**src/rtl/alu_pkg.sv**
```systemverilog
// Shared types and constants for the binary32 floating-point ALU.
package alu_pkg;

  typedef enum logic [1:0] {
    OP_ADD = 2'b00,
    OP_SUB = 2'b01,
    OP_MUL = 2'b10,
    OP_DIV = 2'b11
  } op_e;

  localparam logic [31:0] QNAN = 32'h7FC0_0000;
  localparam int EXP_BIAS    = 127;
  // Widest significand handed to the normaliser: the full 24x24 product.
  localparam int NORM_W      = 48;
  // Signed internal exponent; wide enough for eA+eB and eA-eB+bias minus a full shift.
  localparam int EXP_W       = 12;
  // Quotient bits produced by the restoring divider (1 integer bit + 25 fraction bits).
  localparam int QUO_W       = 26;
  // Alignment shifts at or beyond this leave the larger operand untouched.
  localparam int ALIGN_LIMIT = 25;

  typedef struct packed {
    logic        sign;
    logic [7:0]  exp;
    logic [22:0] frac;
  } fp32_t;

  typedef struct packed {
    logic        is_nan;
    logic        is_inf;
    logic        is_zero;   // true zero or flushed subnormal
    logic        is_sub;
    logic [23:0] mant;      // significand with hidden bit; 0 for zero/subnormal
  } fp_class_t;

  function automatic fp_class_t classify(input fp32_t x);
    fp_class_t c;
    c.is_nan  = (x.exp == 8'hFF) && (x.frac != 23'd0);
    c.is_inf  = (x.exp == 8'hFF) && (x.frac == 23'd0);
    c.is_zero = (x.exp == 8'h00);
    c.is_sub  = (x.exp == 8'h00) && (x.frac != 23'd0);
    c.mant    = (x.exp == 8'h00) ? 24'd0 : {1'b1, x.frac};
    return c;
  endfunction

  function automatic logic signed [EXP_W-1:0] widen_exp(input logic [7:0] e);
    return $signed({{(EXP_W-8){1'b0}}, e});
  endfunction

  function automatic logic [31:0] signed_inf(input logic s);
    return {s, 8'hFF, 23'd0};
  endfunction

  function automatic logic [31:0] signed_zero(input logic s);
    return {s, 31'd0};
  endfunction

endpackage

```
**src/rtl/fp_normalize.sv**
```systemverilog
// Leading-zero normaliser with truncation and overflow/underflow clamping.
// exp_i is the biased exponent that bit NORM_W-1 of sig_i would carry.
module fp_normalize
  import alu_pkg::*;
(
  input  logic                    sign_i,
  input  logic [NORM_W-1:0]       sig_i,
  input  logic signed [EXP_W-1:0] exp_i,
  output logic [31:0]             result_o,
  output logic                    overflow_o,
  output logic                    underflow_o
);

  localparam int LZ_W = $clog2(NORM_W + 1);

  logic [LZ_W-1:0]         lz;
  logic [22:0]             frac;
  logic signed [EXP_W-1:0] exp_norm;

  // Priority encoder: distance from the MSB to the highest set bit.
  always_comb begin
    lz = LZ_W'(NORM_W);
    for (int i = 0; i < NORM_W; i++) begin
      if (sig_i[i]) lz = LZ_W'(NORM_W - 1 - i);
    end
  end

  // Bits below the hidden one after the shift; everything further down is discarded.
  assign frac     = 23'((sig_i << lz) >> (NORM_W - 24));
  assign exp_norm = exp_i - $signed({{(EXP_W-LZ_W){1'b0}}, lz});

  // Pack the result, clamping exponents that fall outside the normal range.
  always_comb begin
    result_o    = {sign_i, exp_norm[7:0], frac};
    overflow_o  = 1'b0;
    underflow_o = 1'b0;
    if (sig_i == '0) begin
      result_o = 32'd0;
    end else if (exp_norm >= EXP_W'(255)) begin
      result_o   = signed_inf(sign_i);
      overflow_o = 1'b1;
    end else if (exp_norm <= EXP_W'(0)) begin
      result_o    = signed_zero(sign_i);
      underflow_o = 1'b1;
    end
  end

endmodule

```
**src/rtl/alu.sv**
```systemverilog
// Binary32 add/sub/mul/div with one registered output stage and status flags.
module alu
  import alu_pkg::*;
(
  input  logic        clk,
  input  logic        rst,
  input  logic [31:0] n1,
  input  logic [31:0] n2,
  input  logic [1:0]  oper,
  output logic [31:0] result,
  output logic        Overflow,
  output logic        Underflow,
  output logic        Exception
);

  fp32_t     a, b;
  fp_class_t ca, cb;
  op_e       op;
  logic      b_sign_eff;
  logic      prod_sign;
  logic      in_sub;

  assign a          = fp32_t'(n1);
  assign b          = fp32_t'(n2);
  assign ca         = classify(a);
  assign cb         = classify(b);
  assign op         = op_e'(oper);
  assign b_sign_eff = (op == OP_SUB) ? ~b.sign : b.sign;
  assign prod_sign  = a.sign ^ b.sign;
  assign in_sub     = ca.is_sub | cb.is_sub;

  // ---------------- add / subtract path ----------------
  logic                    a_is_big;
  logic                    big_sign, small_sign;
  logic [7:0]              big_exp, small_exp, exp_diff;
  logic [23:0]             big_mant, small_mant, small_aligned;
  logic [24:0]             add_sum;
  logic signed [EXP_W-1:0] add_exp;

  // Order by magnitude so a subtraction never goes negative.
  assign a_is_big      = {a.exp, ca.mant} >= {b.exp, cb.mant};
  assign big_sign      = a_is_big ? a.sign   : b_sign_eff;
  assign small_sign    = a_is_big ? b_sign_eff : a.sign;
  assign big_exp       = a_is_big ? a.exp    : b.exp;
  assign small_exp     = a_is_big ? b.exp    : a.exp;
  assign big_mant      = a_is_big ? ca.mant  : cb.mant;
  assign small_mant    = a_is_big ? cb.mant  : ca.mant;
  assign exp_diff      = big_exp - small_exp;
  assign small_aligned = (exp_diff >= 8'(ALIGN_LIMIT)) ? 24'd0 : (small_mant >> exp_diff);
  assign add_sum       = (big_sign ^ small_sign) ? ({1'b0, big_mant} - {1'b0, small_aligned})
                                                 : ({1'b0, big_mant} + {1'b0, small_aligned});
  // add_sum bit 24 sits one binade above the larger operand's hidden bit.
  assign add_exp       = widen_exp(big_exp) + EXP_W'(1);

  // ---------------- multiply path ----------------
  logic [47:0]             mul_prod;
  logic signed [EXP_W-1:0] mul_exp;

  assign mul_prod = {24'd0, ca.mant} * {24'd0, cb.mant};
  // Product bit 47 is worth 2^1 relative to the hidden bits.
  assign mul_exp  = widen_exp(a.exp) + widen_exp(b.exp) - EXP_W'(EXP_BIAS - 1);

  // ---------------- divide path ----------------
  logic [24:0]             div_rem [0:QUO_W-1];
  logic [QUO_W-1:0]        div_quo;
  logic signed [EXP_W-1:0] div_exp;

  assign div_rem[0] = {1'b0, ca.mant};

  // Unrolled restoring divider: one quotient bit per stage, MSB (2^0) first.
  // A kept remainder is always below the divisor, so 24 bits hold it before the shift.
  generate
    for (genvar gi = 0; gi < QUO_W; gi++) begin : g_div_stage
      assign div_quo[QUO_W-1-gi] = (div_rem[gi] >= {1'b0, cb.mant});
      if (gi < QUO_W - 1) begin : g_next
        logic [23:0] diff;
        assign diff            = div_rem[gi][23:0] - cb.mant;
        assign div_rem[gi + 1] = {(div_quo[QUO_W-1-gi] ? diff : div_rem[gi][23:0]), 1'b0};
      end
    end
  endgenerate

  // Quotient bit QUO_W-1 carries weight 2^0.
  assign div_exp = widen_exp(a.exp) - widen_exp(b.exp) + EXP_W'(EXP_BIAS);

  // ---------------- shared normaliser ----------------
  logic                    norm_sign;
  logic [NORM_W-1:0]       norm_sig;
  logic signed [EXP_W-1:0] norm_exp;
  logic [31:0]             norm_result;
  logic                    norm_overflow, norm_underflow;

  // Route the active datapath into the single normaliser.
  always_comb begin
    norm_sign = big_sign;
    norm_sig  = {add_sum, {(NORM_W-25){1'b0}}};
    norm_exp  = add_exp;
    case (op)
      OP_MUL: begin
        norm_sign = prod_sign;
        norm_sig  = mul_prod;
        norm_exp  = mul_exp;
      end
      OP_DIV: begin
        norm_sign = prod_sign;
        norm_sig  = {div_quo, {(NORM_W-QUO_W){1'b0}}};
        norm_exp  = div_exp;
      end
      default: ;
    endcase
  end

  fp_normalize u_norm (
    .sign_i      (norm_sign),
    .sig_i       (norm_sig),
    .exp_i       (norm_exp),
    .result_o    (norm_result),
    .overflow_o  (norm_overflow),
    .underflow_o (norm_underflow)
  );

  // ---------------- special operands ----------------
  logic        special;
  logic [31:0] special_result;
  logic        special_ovf, special_exc;

  // Resolve NaN/inf/zero operands in priority order; defaults describe an invalid op.
  always_comb begin
    special        = 1'b1;
    special_result = QNAN;
    special_ovf    = 1'b0;
    special_exc    = 1'b1;
    if (!(ca.is_nan || cb.is_nan)) begin
      case (op)
        OP_ADD, OP_SUB: begin
          if (ca.is_inf && cb.is_inf && (a.sign != b_sign_eff)) begin
            special = 1'b1;
          end else if (ca.is_inf) begin
            special_result = signed_inf(a.sign);
            special_ovf    = 1'b1;
            special_exc    = 1'b0;
          end else if (cb.is_inf) begin
            special_result = signed_inf(b_sign_eff);
            special_ovf    = 1'b1;
            special_exc    = 1'b0;
          end else begin
            special = 1'b0;
          end
        end
        OP_MUL: begin
          if ((ca.is_inf && cb.is_zero) || (ca.is_zero && cb.is_inf)) begin
            special = 1'b1;
          end else if (ca.is_inf || cb.is_inf) begin
            special_result = signed_inf(prod_sign);
            special_ovf    = 1'b1;
            special_exc    = 1'b0;
          end else if (ca.is_zero || cb.is_zero) begin
            special_result = signed_zero(prod_sign);
            special_exc    = 1'b0;
          end else begin
            special = 1'b0;
          end
        end
        default: begin
          if ((ca.is_zero && cb.is_zero) || (ca.is_inf && cb.is_inf)) begin
            special = 1'b1;
          end else if (cb.is_zero && !ca.is_inf) begin
            special_result = signed_inf(prod_sign);
          end else if (ca.is_inf) begin
            special_result = signed_inf(prod_sign);
            special_ovf    = 1'b1;
            special_exc    = 1'b0;
          end else if (cb.is_inf || ca.is_zero) begin
            special_result = signed_zero(prod_sign);
            special_exc    = 1'b0;
          end else begin
            special = 1'b0;
          end
        end
      endcase
    end
  end

  // ---------------- output registers ----------------
  logic [31:0] result_d, result_q;
  logic        overflow_d, overflow_q;
  logic        underflow_d, underflow_q;
  logic        exception_d, exception_q;

  // Pick special or normalised outcome; flushed subnormal inputs always flag Underflow.
  always_comb begin
    result_d    = norm_result;
    overflow_d  = norm_overflow;
    underflow_d = norm_underflow | in_sub;
    exception_d = 1'b0;
    if (special) begin
      result_d    = special_result;
      overflow_d  = special_ovf;
      underflow_d = in_sub;
      exception_d = special_exc;
    end
  end

  // Single pipeline stage holding result and flags.
  always_ff @(posedge clk) begin
    if (rst) begin
      result_q    <= 32'd0;
      overflow_q  <= 1'b0;
      underflow_q <= 1'b0;
      exception_q <= 1'b0;
    end else begin
      result_q    <= result_d;
      overflow_q  <= overflow_d;
      underflow_q <= underflow_d;
      exception_q <= exception_d;
    end
  end

  assign result    = result_q;
  assign Overflow  = overflow_q;
  assign Underflow = underflow_q;
  assign Exception = exception_q;

endmodule

```
**config.mk**
```make
export PLATFORM = sky130hd
export DESIGN_NAME = alu
export DESIGN_NICKNAME = d
export VERILOG_FILES = /design/src/rtl/alu_pkg.sv /design/src/rtl/fp_normalize.sv /design/src/rtl/alu.sv
export SDC_FILE = /design/constraint.sdc
export NUM_CORES = 2
export LEC_CHECK = 0
export CAP_MARGIN = 25
export CORE_ASPECT_RATIO = 0.5
export CORE_UTILIZATION = 55
export CTS_CLUSTER_DIAMETER = 120
export DETAILED_ROUTE_END_ITERATION = 16
export PLACE_DENSITY = 0.85
export SLEW_MARGIN = 20
export SYNTH_ARGS = -nofsm -noshare
export SYNTH_HDL_FRONTEND = slang
export SYNTH_SLANG_ARGS = --single-unit
```
**constraint.sdc**
```tcl
create_clock -name clk -period 135.4 [get_ports clk]
set_input_delay 27.08 -clock clk [delete_from_list [all_inputs] [get_ports clk]]
set_output_delay 27.08 -clock clk [all_outputs]
set_load 0.01 [all_outputs]
```
==> reports/metrics.yaml <==
status: "finished, final reports clean"
synth-edff-count: 0
netlist_top_cells_count: "nand2_1 (939), inv_1 (914), ha_1 (856)"
dr.pass1.iters: 7
min_period_ns: 128.85
grt_max_degree: 79
grt_pass1_vias: 62801
io_buffers: 102
critPathRequiredTime_ns: 135.57
slew_headroom_pct: 12.2
syn_inst: 8615
multiInputGateArea_mm2: 0.0587
holdBufCountCts: 0
place.gp.congestion: 1.09
clockBufferDepth: 2
clock_sinks: 35
die_h_um: 242
dieArea_mm2: 0.117
root_buffer: "clkbuf_16"
slowest_stage: "clkdlybuf4s50_1"
final.fill_count: 10339
critical_path.max_fanout: 47
crit_type: "in -> reg"
cpPeakStageDelay_ns: 0.63
syn_nets: 10027
synthMostInstantiatedCell: "nand2_1"
htreeDepth: 2
antenna_found_initial: 6
avgSynthCellArea_um2: 7.36
min_path_type: "in -> reg"
core_area_mm2: 0.114
cp-end-kind: "register"
layout-drive-gt1-share_pct: 7.58
rows: 87
tightest_slew_ns: 1.31
cp_data_arrival_time_ns: 129.03
seqCellArea_um2: 701
wl_mm: 228
synth_top_area_cell: "ha_1"
drtIter0Drc: 8109
synthArstFlopShare_pct: 0
crit_top_cell: "a21oi_1"
nets: 9984
synth_top_area_share_pct: 16.9
ys_warn_count: 0
maxCapViolCount: 0
synth_cell_types: 120
grt_pass1_wl_mm: 349
slew_violations: 0
via_per_inst: 6.54
grt-ovfl-total: 0
cts_tree: "done"
vias: 65945
post_drt_wl_per_cell_um: 22.6
synth_flop_cell: "dfxtp_1"
ys_seq_area_share_pct: 1.10
cp-start-kind: "input pin"
pin_count: 103
ys_ff_latch: 35
setup_viol: 0
cts.clk_slew.worst_paths_ns: 0.05
hold_violations: 0
dpl.hpwl_mm: 179
final_core_util_pct: 59.1
ant_nets: 0
numCtsBuffers: 5
timing.fmax_mhz: 7.76
drc: 0
die_w_um: 482
fin_crit_sh_pct: 95.2
grt_util_all_layers_pct: 37.5
syn_area_mm2: 0.0634
synthToLayoutAreaGrowth_pct: 5.84
floorplan.initialDensity_pct: 55.9
synthTopCellsByArea: "ha_1 (17%), fa_1 (15%), xnor2_1 (6.0%)"
==> metal layers <==
layer	global-route usage (%)	up-vias	share of wire, %
met5	0	-	0.024
met4	18.7	8	6.2
met3	8.88	945	13
met2	57.7	4096	42
met1	48.9	30868	39
li1	-	30028	-
==> what timing repair did <==
action / in CTS / in global routing
gates cloned: 0 / 5
pin swaps: 0 / 15
endpoints found under the setup margin: 30 / 34
setup buffers: 0 / 16
gates resized for setup: 8 / 126
==> stage by stage <==
step	cells	worst slack (ns)	cell area [um^2]	hold WS, ns	setup TNS [ns]
floorplan	8615	7.86	63400	27.15	0
global placement	10056	2.22	66200	27.82	0
detailed placement	10056	-0.957	66200	27.82	-14.45
CTS	10064	0.0545	66500	27.69	0
global route	10086	-0.559	67100	27.72	-5.49
finish	10087	6.55	67100	27.69	0
==> area by class of cell <==
cell class	count	area share [%]
Clock buffer	6	0.192
Timing Repair Buffer	249	3.25
Clock inverter	2	0.0894
Multi-Input combinational cell	7359	87.4
Antenna cell	1	0.00373
Tap cell	1513	2.82
Sequential cell	35	1.04
Inverter	922	5.17
==> path summary, 6_finish.rpt <==
check | start | endpoint | cells past startpoint
worst min-delay path | rst | result[29]$_SDFF_PP0_ | 2
worst max-delay path | n1[23] | result[10]$_SDFF_PP0_ | 503
==> kinds of logic (layout without fill, tap and decap cells) <==
family	count (synthesis)	count (layout)	synth area share [%]
xor+xnor	593	593	8.19
compound gates	2297	2298	23.3
mux	485	485	8.31
flops	35	35	1.10
simple gates	2635	2639	19.4
other cells	0	1	0
fa+ha+maj	1344	1344	32.3
buf+inv	1226	1179	7.39
==> placed cells by master, fill, tap and decap left out, types with 24 or more instances in the layout <==
master,count
inv_1,912
nand2_1,909
ha_1,856
a21oi_1,706
nor2_1,645
fa_1,488
xnor2_1,434
o21ai_0,421
mux2_2,278
a21o_1,220
and2_1,210
o21bai_1,198
mux2i_1,193
xor2_1,158
nor3_1,154
buf_4,135
nand3_1,119
nand4_1,111
o21a_1,104
clkdlybuf4s50_1,100
nand2b_1,74
nor2b_1,73
and3_1,73
a211oi_1,71
a31oi_1,70
o211ai_1,63
or3_1,51
o31ai_1,49
or2_2,41
nor4_1,38
a211o_1,37
dfxtp_1,35
a21boi_0,34
o221ai_1,27
o22ai_1,24
==> registers in the layout, summed over array words and instances (netlist names) <==
name and flops:
Overflow 1, result 32, Underflow 1, Exception 1
==> worst max-delay path, delay by kind of cell <==
family | cells | cell delay [ns]
compound gates | 340 | 65.83
simple gates | 101 | 18.65
fa+ha+maj | 27 | 9.10
buf+inv | 24 | 5.02
mux | 11 | 3.04
Power is not shown: default switching activity piles up to over one toggle a cycle in this logic, so the estimate is an artifact.
